<file path="src/rtl/uart_tx_engine.sv">
// uart_tx_engine: serialises the data register low byte as one 8N1 frame on tx_o, then clears the send bit via WR2.
// Optional macro UART_TX_PARITY_EN inserts an even-parity bit between the data bits and the stop bit.
module uart_tx_engine #(
    parameter int CLKS_PER_BIT = 868,
    parameter int CNT_W        = 16
) (
    input  logic        clk_i,
    input  logic        rst_i,
    input  logic [31:0] ctrl_reg_i,
    input  logic [31:0] data_reg_i,
    output logic        ctrl_wr_o,
    output logic [31:0] ctrl_data_o,
    output logic        tx_o,
    output logic        busy_o
);

    typedef enum logic [2:0] {
        S_IDLE,
        S_START,
        S_DATA,
        S_PARITY,
        S_STOP,
        S_DONE
    } state_t;

    localparam logic [CNT_W-1:0] CNT_LAST = CNT_W'(CLKS_PER_BIT - 1);

    state_t           state;
    logic [CNT_W-1:0] cnt;
    logic [2:0]       bit_idx;
    logic [7:0]       shift;
    logic             bit_end;
    logic             unused_data;

`ifdef UART_TX_PARITY_EN
    logic             parity_q;
`endif

    assign bit_end     = (cnt == CNT_LAST);
    assign unused_data = ^data_reg_i[31:8];

    // Write-back follows the live control register so host edits during the frame survive.
    assign ctrl_wr_o   = (state == S_DONE);
    assign ctrl_data_o = ctrl_wr_o ? {ctrl_reg_i[31:1], 1'b0} : 32'd0;

    always_ff @(posedge clk_i) begin
        if (rst_i) begin
            state   <= S_IDLE;
            cnt     <= '0;
            bit_idx <= '0;
            shift   <= '0;
            tx_o    <= 1'b1;
            busy_o  <= 1'b0;
`ifdef UART_TX_PARITY_EN
            parity_q <= 1'b0;
`endif
        end else begin
            case (state)
                S_IDLE: begin
                    tx_o   <= 1'b1;
                    busy_o <= 1'b0;
                    cnt    <= '0;
                    if (ctrl_reg_i[0]) begin
                        shift  <= data_reg_i[7:0];
`ifdef UART_TX_PARITY_EN
                        parity_q <= ^data_reg_i[7:0];
`endif
                        tx_o   <= 1'b0;
                        busy_o <= 1'b1;
                        state  <= S_START;
                    end
                end
                S_START: begin
                    if (bit_end) begin
                        cnt     <= '0;
                        bit_idx <= '0;
                        tx_o    <= shift[0];
                        state   <= S_DATA;
                    end else begin
                        cnt <= cnt + 1'b1;
                    end
                end
                S_DATA: begin
                    if (bit_end) begin
                        cnt   <= '0;
                        shift <= shift >> 1;
                        if (bit_idx == 3'd7) begin
`ifdef UART_TX_PARITY_EN
                            tx_o  <= parity_q;
                            state <= S_PARITY;
`else
                            tx_o  <= 1'b1;
                            state <= S_STOP;
`endif
                        end else begin
                            bit_idx <= bit_idx + 3'd1;
                            tx_o    <= shift[1];
                        end
                    end else begin
                        cnt <= cnt + 1'b1;
                    end
                end
                S_PARITY: begin
                    if (bit_end) begin
                        cnt   <= '0;
                        tx_o  <= 1'b1;
                        state <= S_STOP;
                    end else begin
                        cnt <= cnt + 1'b1;
                    end
                end
                S_STOP: begin
                    if (bit_end) begin
                        cnt   <= '0;
                        state <= S_DONE;
                    end else begin
                        cnt <= cnt + 1'b1;
                    end
                end
                S_DONE: begin
                    tx_o   <= 1'b1;
                    busy_o <= 1'b0;
                    state  <= S_IDLE;
                end
                default: begin
                    tx_o   <= 1'b1;
                    busy_o <= 1'b0;
                    state  <= S_IDLE;
                end
            endcase
        end
    end

endmodule

</file>
<file path="config.mk">
export PLATFORM = sky130hd
export DESIGN_NAME = uart_tx_engine
export DESIGN_NICKNAME = d
export VERILOG_FILES = /design/src/rtl/uart_tx_engine.sv
export SDC_FILE = /design/constraint.sdc
export NUM_CORES = 1
export LEC_CHECK = 0
export ABC_CLOCK_PERIOD_IN_PS = 3000
export CORE_ASPECT_RATIO = 1.5
export CORE_MARGIN = 2
export CORE_UTILIZATION = 60
export DETAILED_ROUTE_END_ITERATION = 6
export DONT_BUFFER_PORTS = 1
export PLACE_DENSITY = 0.76
export RECOVER_POWER = 25
export SLEW_MARGIN = 10
export SYNTH_ARGS = -nofsm -noshare
export SYNTH_HDL_FRONTEND = slang
export SYNTH_SLANG_ARGS = --single-unit
</file>
<file path="constraint.sdc">
create_clock -name clk_i -period 3 [get_ports clk_i]
set_input_delay 0.45 -clock clk_i [delete_from_list [all_inputs] [get_ports clk_i]]
set_output_delay 0.45 -clock clk_i [all_outputs]
set_load 0.01 [all_outputs]
</file>
== Yosys cells after proc, flatten, opt, wreduce, memory -nomap -nowiden ==
Cells that the tools add are included.
Storage, ports and cells
  latch bits: 0
  bits of input ports: 66
  word-level logic and storage cells: 57
  memory bits (writable): 0
  bits in registers: 32
  bits in read-only memories: 0
  output and inout bits: 35
  memories kept: 0
Operators by class
  $lt $le $gt $ge: 0
  shifts and indexed selects: 0
  add/sub/neg operators: 2
  equal/unequal tests: 14
  div/mod/pow operators: 0
  multiply operators: 0
  multiplexer cells: 25
  reductions and logical operators: 9
  bitwise gates (word level): 1
Operator list (number)
  32-bit two-way mux: 1
  16-bit case mux with 2 select lines: 1
  3-bit two-way mux: 9
  16-bit by 1-bit adder with 16-bit output, second input constant: 1
  16-bit by 10-bit == test with 1-bit output, second input constant: 1
  16-bit two-way mux: 1
  8-bit two-way mux: 2
  8-bit case mux with 2 select lines: 1
  3-bit case mux with 5 select lines: 1
  2-bit inequality test, second input constant: 7
  3-bit == test, second input constant: 3
  4-bit AND reduction: 2
  3-bit by 2-bit == test with 1-bit output, second input constant: 2
  1-bit two-way mux: 6
  3-bit case mux with 2 select lines: 1
  6-bit AND reduction: 1
  2-bit nonzero test: 3
  1-bit case mux with 5 select lines: 1
  4-bit OR reduction: 1
  3-bit by 1-bit adder with 3-bit output, second input constant: 1
  3-bit by 1-bit == test with 1-bit output, second input constant: 1
  3-bit logical NOT: 1
  3-bit AND reduction: 1
  1-bit case mux with 2 select lines: 1
  1-bit NOT: 1

== Longest topological paths before layout ==
Gate-level depths: netlist of the first run.
  word-level depth: 4
  gate-level depth with buffers: 7
  mapped depth without buffers: 6

== Worst setup path before layout of the first run ==
OpenSTA, ideal clock, no wires.
  path kind: flip-flop to flip-flop
  start point: reg cnt[0]
  end point: reg bit_idx[0]
  data required time: 2.930 ns
  stages on the path, launching flop included: 6
  setup slack: 1.235 ns
  data arrival time: 1.695 ns
  library setup time: 0.070 ns
  cells stage by stage: dfxtp_1 -> ha_1 -> nor4b_2 -> nand4_2 -> or4_1 -> a21oi_1
Between the ends
  cells in the longest elaborated chain, start to end: 3
RTL lines
  start: declaration: line 29  | logic [CNT_W-1:0] cnt;
  start signal: assignment: line 80  | cnt <= cnt + 1'b1;
  start signal: assignment: line 100  | cnt <= cnt + 1'b1;
  start signal: assignment: line 109  | cnt <= cnt + 1'b1;
  16-bit by 10-bit == test with 1-bit output *: line 39  | assign bit_end = (cnt == CNT_LAST);
  2-bit inequality test (no line)
  4-bit AND reduction (no line) *
  end signal: assignment: line 96  | bit_idx <= bit_idx + 3'd1;
  end: declaration: line 30  | logic [2:0] bit_idx;
Every way passes the cells marked *; elsewhere a longest branch is shown, timed or not.
A chain may end at the register's enable or synchronous reset.

== Worst setup path after layout of the first run ==
  start point: reg state[0]
  end point: reg cnt[11]
Between the ends
  cells in the longest elaborated chain, start to end: 3
RTL lines
  start: declaration: line 28  | state_t state;
  start signal: assignment: line 48  | state <= S_IDLE;
  start signal: assignment: line 70  | state <= S_START;
  start signal: assignment: line 78  | state <= S_DATA;
  3-bit == test (tied with other cells): line 58  | case (state)
  4-bit OR reduction (no line)
  16-bit case mux with 2 select lines or 2-bit nonzero test (tied branches)
Several ways; a longest one is shown, not always the timed one.

==> flow_summary.yaml, run 1 <==
status:
  outcome: "finished clean"
worst_setup_path:
  critPathLaunchType: "flip-flop"
  critPathCaptureType: "flip-flop"
  slowest_stage: "o21ai_0"
  worstPathRequired_ns: 3.21
  worst-setup-path-type: "reg2reg"
  cp.arrival_ns: 2.50
  critPathMaxStageDelay_ns: 0.79
  crit_path_max_fanout: 15
  crit_buf_inv: 0
  worstPathCellList: "o21ai_0, nand4_4, or4_4, a211oi_2"
  path_delay_family: "compound AO/OA/AOI/OAI gates"
run:
  maxCapViolations: 0
timing:
  hold_viol_final: 0
  holdWs_ns: 0.224
  slew_violations: 0
  worstMarginPinSlew_ns: 0.924
  slew_headroom_pct: 37.8
  finalSetupTns_ns: 0
  finalCritPeriodShare_pct: 76.1
  clock.fmax_ghz: 0.438
  setup_viol: 0
  period_needed_ns: 2.28
  rsz0062_at_grt: "no"
  finClkSkew_ns: 0.00988
  layout_setup_ws_ns: 0.717
placed_design:
  dpl.hpwl_microns: 3410
  dp_slack_ns: 1.01
  place_congestion: 0.911
  io_buffers: 0
synth:
  netlist_area_sq_um: 2120
  synth_cells: 260
  ys.flop_type: "dfxtp_1"
  ys_seq_elements: 32
  synth_cell_types: 55
  synth_nets: 329
  yosysSeqAreaShare_pct: 30.2
  synth_area_per_cell_sq_um: 8.17
  yosysWarningCount: 0
  ys_async_sr_fraction_pct: 0
  synth_edf_count: 0
floorplan:
  rows: 26
  initial_core_util_pct: 62.8
  coreArea_sq_um: 3380
  ioPinCount: 101
  die_w_microns: 52.6
  die_area_sq_um: 4040
  die_h_microns: 76.9
clocking:
  cts_tree: "built"
  cts_setup_buffers: 0
  cts.path.max_buffers: 2
  clock_latency_ns: 0.29
  cts-resized-gates: 0
  numCtsBuffers: 5
  htreeDepth: 2
  clk_pin_slew_ns: 0.07
  cts_hold_buffers: 0
  clock_tree.root_cell: "clkbuf_8"
  clock-sinks: 32
detailed_routing:
  first_iter_violations: 86
  num_vias: 1942
  wl_microns: 4900
  viasPerCell: 6.72
  wl_per_cell_microns: 17.0
  remaining_drc_errors: 0
  ant_nets: 0
  dr.pass1.iters: 4
grt:
  grt_use_met1_pct: 31.8
  grt_max_degree: 38
  antenna_found_initial: 0
  overflow: 0
  grt-busiest-layer: "met2"
  grt_use_met3_pct: 5.25
  use_met2_pct: 40.4
  grt_pass1_wl_microns: 7850
  grt_usage_pct: 24.7
  grt_pass1_vias: 1675
hold_path:
  hp-class: "in2reg"
finish:
  nNetsFinal: 315
  drive_gt1_share_pct: 10.1
  antenna_cells: 0
  syn_to_final_growth_pct: 2.48
pwr:
  p_per_area_nw_per_um2: 445
  leakagePower_nw: 0.800
  finalPower_mw: 0.968
  vdd_drop_max_v: 0.000432
-- placed cells by master (no fill, tap or decap), types with 4 or more instances in the layout --
| cell | n |
|---|---|
| and3_1 | 32 |
| dfxtp_1 | 32 |
| nand2_1 | 21 |
| nand3_1 | 20 |
| nand4_1 | 11 |
| a31oi_1 | 10 |
| a21oi_1 | 10 |
| o21ai_0 | 9 |
| mux2_2 | 6 |
| nor2_1 | 6 |
| nor4_1 | 5 |
| nor3_1 | 5 |
| clkbuf_8 | 5 |
| xnor2_1 | 4 |
-- power by group --
part,internal (mW),leakage [nW],switching (mW)
sequential,0.443,0.260,0.0191
clock,0.246,0.0552,0.162
combinational,0.0435,0.484,0.0544
-- path summary, 6_finish.rpt --
| kind | from | endpoint | slack (ns) | depth (start not counted) |
|---|---|---|---|---|
| max | state[0]$_SDFFE_PP0P_ | cnt[11]$_SDFFE_PP0P_ | 0.72 | 4 |
| min | rst_i | shift[5]$_SDFFE_PP0P_ | 0.22 | 1 |
| max reg2reg | state[0]$_SDFFE_PP0P_ | cnt[11]$_SDFFE_PP0P_ | 0.72 | 4 |
| min reg2reg | bit_idx[1]$_SDFFE_PP0P_ | bit_idx[1]$_SDFFE_PP0P_ | 0.49 | 2 |
-- state kept, by name, indices dropped and copies added (netlist names) --
register  flops
shift         8
state         3
tx_o          1
busy_o        1
cnt          16
bit_idx       3
-- routing by layer --
metal	share of wire, %	routed length [microns]	vias up
li1	-	-	964
met4	1.1	55	0
met2	50	2460	60
met3	5.4	265	6
met5	0	0	-
met1	43	2130	912
-- final cells by class --
| type | count | area (sq um) |
|---|---|---|
| fillers | 303 | 1210 |
| clock buffers | 6 | 72.6 |
| repair buffers | 3 | 18.8 |
| clock inverters | 2 | 35.0 |
| well taps | 42 | 52.6 |
| inverters | 2 | 7.51 |
| flip-flops and latches | 32 | 641 |
| multi-input cells | 202 | 1350 |
-- per-stage QoR --
| step | instance area, sq um | std cells | utilization, % |
|---|---|---|---|
| 5_1_grt | 2180 | 289 | 64.3 |
| 4_1_cts | 2190 | 289 | 64.7 |
| 6_report | 2180 | 289 | 64.3 |
| 3_5_place_dp | 2080 | 281 | 61.5 |
| 2_1_floorplan | 2120 | 260 | - |
| 3_3_place_gp | 2080 | 281 | 61.5 |
-- cell usage after synthesis (4+ instances only) --
cell type / instances / share of area [%]
a21oi_1: 10 / 2.4
a31oi_1: 10 / 2.9
and3_1: 32 / 9.4
buf_2: 6 / 1.4
clkbuf_1: 15 / 2.7
dfxtp_1: 32 / 30
mux2_2: 6 / 3.2
nand2_1: 21 / 3.7
nand3_1: 20 / 4.7
nand4_1: 11 / 3.2
nor2_1: 6 / 1.1
nor3_1: 5 / 1.2
nor4_1: 5 / 1.5
o21ai_0: 8 / 1.9
xnor2_1: 4 / 1.6
-- cells by family (layout without fill, tap and decap cells) --
group                      count (synthesis)  after routing  share of synthesized area, %
and+or+nand+nor                          132            132                          38.4
AOI/OAI and AO/OA                         50             50                          15.8
DFF                                       32             32                          30.2
buffers and inverters                     26             13                          5.83
muxes                                      9              9                          4.83
adders and majority gates                  5              5                          2.71
xor gates and xnor gates                   5              5                          2.06
other                                      1              1                         0.177
(Power assumes the default switching activity.)
==> run 2, diff against run 1 <==
- ABC_CLOCK_PERIOD_IN_PS: 3000 -> 2390
- clock period: 3 -> 2.39 ns (I/O delays scaled with it)
==> run 2 against run 1 <==
Compared with the run above:
- utilization rose by 0.22 points
- sequential cell count stayed put
- cell count is 0.69% higher
- sequential power up 26%
- wire length up 3.6%
- total power grew 26%
- worst setup slack got worse by 0.33 ns
- via count is 2.2% higher
- register-to-register slack worse by 0.33 ns
- fmax increased by 14%
- largest power group unchanged
==> flow_summary.yaml, run 2 (synthesis results as in run 1) <==
finish:
  largest_reg_flops: 16
  final_cell_mix: "32 x and3_1, 32 x dfxtp_1, 21 x nand2_1, 20 x nand3_1, 12 x nand4_1"
  antenna_cells: 0
  nNetsFinal: 317
  fillCellCount: 314
  reg_top3: "cnt (16), shift (8)"
  multiInputGateArea_sq_um: 1340
  fin_area_sq_um: 2180
  top_register: "cnt"
  drive_gt1_share_pct: 11.2
  seqCellArea_sq_um: 641
  syn_to_final_growth_pct: 2.83
clocking:
  cts_hold_buffers: 0
  clock_latency_ns: 0.29
  htreeDepth: 2
  clock_tree.root_cell: "clkbuf_8"
  clk_pin_slew_ns: 0.07
  numCtsBuffers: 5
  cts_tree: "built"
  clock-sinks: 32
  cts-resized-gates: 0
  cts.path.max_buffers: 2
  cts_setup_buffers: 0
pwr:
  p_per_area_nw_per_um2: 559
  sw_frac_of_total_pct: 24.7
  seq_power_share_pct: 47.6
  finalPower_mw: 1.22
  share_comb_of_total_power_pct: 10.3
  internal_power_mw: 0.920
  leakagePower_nw: 0.813
  clkPwrFrac_pct: 42.2
  vdd_drop_max_v: 0.000417
  switching_power_mw: 0.301
detailed_routing:
  num_vias: 1984
  viasPerCell: 6.82
  ant_nets: 0
  first_iter_violations: 79
  wl_microns: 5080
  wl_per_cell_microns: 17.5
  remaining_drc_errors: 0
  dr.pass1.iters: 4
status:
  outcome: "finished clean"
timing:
  worstMarginPinSlew_ns: 0.594
  hold_viol_final: 0
  finClkSkew_ns: 0.00908
  clock.fmax_ghz: 0.499
  setup_viol: 0
  slew_violations: 0
  rsz0062_at_grt: "no"
  layout_setup_ws_ns: 0.385
  period_needed_ns: 2.01
  slew_headroom_pct: 60.3
  finalSetupTns_ns: 0
  finalCritPeriodShare_pct: 83.9
floorplan:
  initial_core_util_pct: 62.8
  ioPinCount: 101
  die_w_microns: 52.6
  coreArea_sq_um: 3380
  die_area_sq_um: 4040
  die_h_microns: 76.9
  rows: 26
worst_setup_path:
  reg2reg_from: "cnt[0]$_SDFFE_PP0P_"
  reg2reg_to: "cnt[1]$_SDFFE_PP0P_"
  r2r_slack_ns: 0.38
  worstPathRequired_ns: 2.54
  critPathCaptureType: "flip-flop"
  cp-endpoint: "cnt[1]$_SDFFE_PP0P_"
  worstPathCellList: "ha_1, nor4b_1, and4_1, a2bb2oi_1, o32ai_1"
  critPathMaxStageDelay_ns: 0.48
  ff2ff_path_depth: 5
  critPathLaunch: "cnt[0]$_SDFFE_PP0P_"
  critPathLaunchType: "flip-flop"
  worst-setup-path-type: "reg2reg"
  slowest_stage: "and4_1"
  cp.arrival_ns: 2.16
  crit_path_max_fanout: 9
placed_design:
  place_congestion: 0.927
  io_buffers: 0
  dp_slack_ns: 0.442
  dpl.hpwl_microns: 3510
  placed_cell_area_sq_um: 2100
run:
  maxCapViolations: 0
grt:
  antenna_found_initial: 0
  grt_usage_pct: 25.7
  grt_pass1_wl_microns: 8290
  grt_max_degree: 36
  grt_pass1_vias: 1790
  overflow: 0
hold_path:
  hp-class: "in2reg"
  min_path_cells: 1
==> run 2: changes by cell type in the layout (fill, tap and decap cells not counted), sizes merged <==
cell and delta:
buf +3, clkbuf -1
==> run 2: worst min-delay path by stage <==
stage	start	end	slack, ns
floorplan	bit_idx[1]$_SDFFE_PP0P_	bit_idx[1]$_SDFFE_PP0P_	0.45
global placement	rst_i	shift[4]$_SDFFE_PP0P_	0.43
detailed placement	rst_i	shift[6]$_SDFFE_PP0P_	0.43
CTS	rst_i	busy_o$_SDFFE_PP0N_	0.13
global route	rst_i	shift[3]$_SDFFE_PP0P_	0.12
finish	rst_i	shift[4]$_SDFFE_PP0P_	0.13
==> run 2: cell type report <==
type	instances	area share, %
clock inverter	2	1.60
tap	42	2.41
clock buffer	6	3.32
multi-input combinational	202	61.3
timing repair buffer	5	1.72
inverter	2	0.344
sequential	32	29.3
==> run 2: routing by layer <==
metal | track usage, % | up-vias | routed length (microns) | share of wire [%]
met5 | 0 | - | 0 | 0
met4 | 6.92 | 0 | 50 | 0.98
met3 | 5.45 | 5 | 236 | 4.6
met2 | 44.1 | 53 | 2650 | 52
met1 | 31.5 | 954 | 2150 | 42
li1 | - | 972 | - | -
==> run 2: per-stage QoR <==
| step | hold WS (ns) | util [%] | instances |
|---|---|---|---|
| final | 0.135 | 64.5 | 291 |
| after global routing | 0.119 | 64.5 | 291 |
| after CTS | 0.126 | 65.2 | 291 |
| after detailed placement | 0.434 | 62.0 | 283 |
| after global placement | 0.430 | 62.0 | 283 |
| after floorplan | 0.453 | - | 260 |
==> run 2: critical path: cells and delay by family (launching register included) <==
kind	cells	cell delay, ns
and+or+nand+nor	2	0.88
AOI/OAI and AO/OA	2	0.30
DFF	1	0.41
adders and majority gates	1	0.29
==> run 2: power groups by stage <==
stage          combinational (mW)  clock [mW]  sequential [mW]
2_1_floorplan               0.122           0            0.583
5_1_grt                     0.139       0.547            0.584
6_report                    0.126       0.515            0.580
3_5_place_dp                0.123           0            0.592
3_3_place_gp                0.120           0            0.591
4_1_cts                     0.124       0.522            0.580
==> run 3, diff against run 2 <==
- ABC_CLOCK_PERIOD_IN_PS: 2390 -> 1700
- CORE_UTILIZATION: 60 -> 57
- PLACE_DENSITY: 0.76 -> 0.75
- clock period: 2.39 -> 1.7 ns (I/O delays scaled with it)
==> run 3 against run 2 <==
Compared with the run above:
- combinational power grew 97%
- first-iteration DRC count increased by 8.9%
- critical path depth is 1 higher
- cell area is 18% higher
- critical endpoint is now bit_idx[0]$_SDFFE_PP0P_
==> flow_summary.yaml, run 3 (synthesis results as in run 1) <==
grt:
  overflow: 0
  grt_pass1_vias: 1851
  antenna_found_initial: 0
  grt_pass1_wl_microns: 8560
  grt_usage_pct: 26.9
  grt_max_degree: 33
worst_setup_path:
  worst-setup-path-type: "reg2reg"
  critPathCaptureType: "flip-flop"
  critPathLaunchType: "flip-flop"
  ff2ff_path_depth: 6
  critPathLaunch: "bit_idx[0]$_SDFFE_PP0P_"
  worstPathRequired_ns: 1.93
  reg2reg_from: "bit_idx[0]$_SDFFE_PP0P_"
  r2r_slack_ns: 0.007
  cp.arrival_ns: 1.92
  cp-endpoint: "bit_idx[0]$_SDFFE_PP0P_"
  reg2reg_to: "bit_idx[0]$_SDFFE_PP0P_"
  crit_path_max_fanout: 4
detailed_routing:
  wl_microns: 5880
  dr.pass1.iters: 4
  num_vias: 2111
  remaining_drc_errors: 0
  viasPerCell: 6.60
  ant_nets: 0
  wl_per_cell_microns: 18.4
  first_iter_violations: 86
floorplan:
  initial_core_util_pct: 58.7
  rows: 27
  die_h_microns: 78.8
  die_area_sq_um: 4240
  ioPinCount: 101
  coreArea_sq_um: 3610
  die_w_microns: 53.8
timing:
  period_needed_ns: 1.69
  setup_viol: 0
  finalSetupTns_ns: 0
  layout_setup_ws_ns: 0.00743
  hold_viol_final: 0
  rsz0062_at_grt: "yes"
  finalCritPeriodShare_pct: 99.6
  finClkSkew_ns: 0.00520
  slew_violations: 0
  clock.fmax_ghz: 0.591
  holdWs_ns: 0.0132
finish:
  seqCellArea_sq_um: 654
  top_register: "cnt"
  nNetsFinal: 345
  syn_to_final_growth_pct: 21.0
  multiInputGateArea_sq_um: 1490
  fillCellCount: 293
  final_common_cell: "buf_4"
  drive_gt1_share_pct: 32.5
  finalNonFillerCells: 320
  largest_reg_flops: 16
  antenna_cells: 0
  reg_top3: "cnt (16), shift (8)"
  final_cell_mix: "28 x buf_4, 25 x dfxtp_1, 21 x nand2_1, 20 x nand3_1, 19 x and3_1"
clocking:
  cts_tree: "built"
  cts_hold_buffers: 0
  clock_tree.root_cell: "clkbuf_8"
  clock_latency_ns: 0.29
  cts.path.max_buffers: 2
  htreeDepth: 2
  numCtsBuffers: 5
  clk_pin_slew_ns: 0.07
  clock-sinks: 32
placed_design:
  io_buffers: 0
  place_inst: 308
  dp_slack_ns: -0.0869
  dpl.hpwl_microns: 3910
  place_congestion: 0.834
pwr:
  vdd_drop_max_v: 0.000402
  leakagePower_nw: 0.942
  finalPower_mw: 1.68
  p_per_area_nw_per_um2: 654
run:
  maxCapViolations: 0
status:
  outcome: "finished clean"
hold_path:
  hp-class: "in2reg"
-- run 3: cell types whose count changed in the layout (fill, tap and decap cells not counted), sizes merged --
| cell | previous run | this run |
|---|---|---|
| buf | 5 | 33 |
| bufinv | 1 | 0 |
| clkinv | 1 | 2 |
-- run 3: critical path: stages (launching register included) --
cell and delay [ns]:
dfxtp_2 0.34, ha_2 0.17, ha_2 0.18, nor3b_2 0.26, o21ai_2 0.12, or4_4 0.43
a21oi_2 0.13
-- run 3: cell type report --
cell class,instances,share of cell area (%)
Multi-Input combinational cell,202,58.0
Inverter,2,0.292
Clock inverter,2,0.389
Clock buffer,6,3.21
Tap cell,43,2.09
Sequential cell,32,25.5
Timing Repair Buffer,33,10.5
-- run 3: through the flow --
| step | utilization (%) | instance area (sq um) |
|---|---|---|
| 2_1_floorplan | - | 2130 |
| 5_1_grt | 71.1 | 2570 |
| 4_1_cts | 67.5 | 2440 |
| 6_report | 71.1 | 2570 |
| 3_5_place_dp | 63.3 | 2290 |
| 3_3_place_gp | 63.3 | 2290 |
-- run 3: worst min path at each step --
stage / end / slack [ns] / cells after the start / start
2_1_floorplan: tx_o$_SDFFE_PP1P_ / 0.41 / 2 / rst_i
3_3_place_gp: busy_o$_SDFFE_PP0N_ / 0.33 / 1 / rst_i
3_5_place_dp: busy_o$_SDFFE_PP0N_ / 0.33 / 1 / rst_i
4_1_cts: shift[4]$_SDFFE_PP0P_ / 0.02 / 1 / rst_i
5_1_grt: bit_idx[0]$_SDFFE_PP0P_ / 0.005 / 1 / rst_i
6_report: bit_idx[0]$_SDFFE_PP0P_ / 0.01 / 1 / rst_i
-- run 3: layer usage --
| metal | GRT usage (%) | vias up | share of wire [%] |
|---|---|---|---|
| li1 | - | 1033 | - |
| met1 | 33.8 | 997 | 41 |
| met2 | 43.2 | 67 | 52 |
| met3 | 5.26 | 14 | 4.3 |
| met4 | 11.8 | 0 | 2.8 |
| met5 | 0 | - | 0 |
-- run 3: timing repair --
action                     CTS  global route
pin swaps                    0             4
gates resized for setup     13            31
cloned                       1             0
hold endpoints to repair     0             0
setup endpoints to repair   40            52
buffers inserted             0             3
-- run 3: power breakdown --
group | total [mW] | internal (mW) | switching (mW)
Clock | 0.621 | 0.323 | 0.298
Combinational | 0.248 | 0.121 | 0.127
Sequential | 0.811 | 0.781 | 0.0306
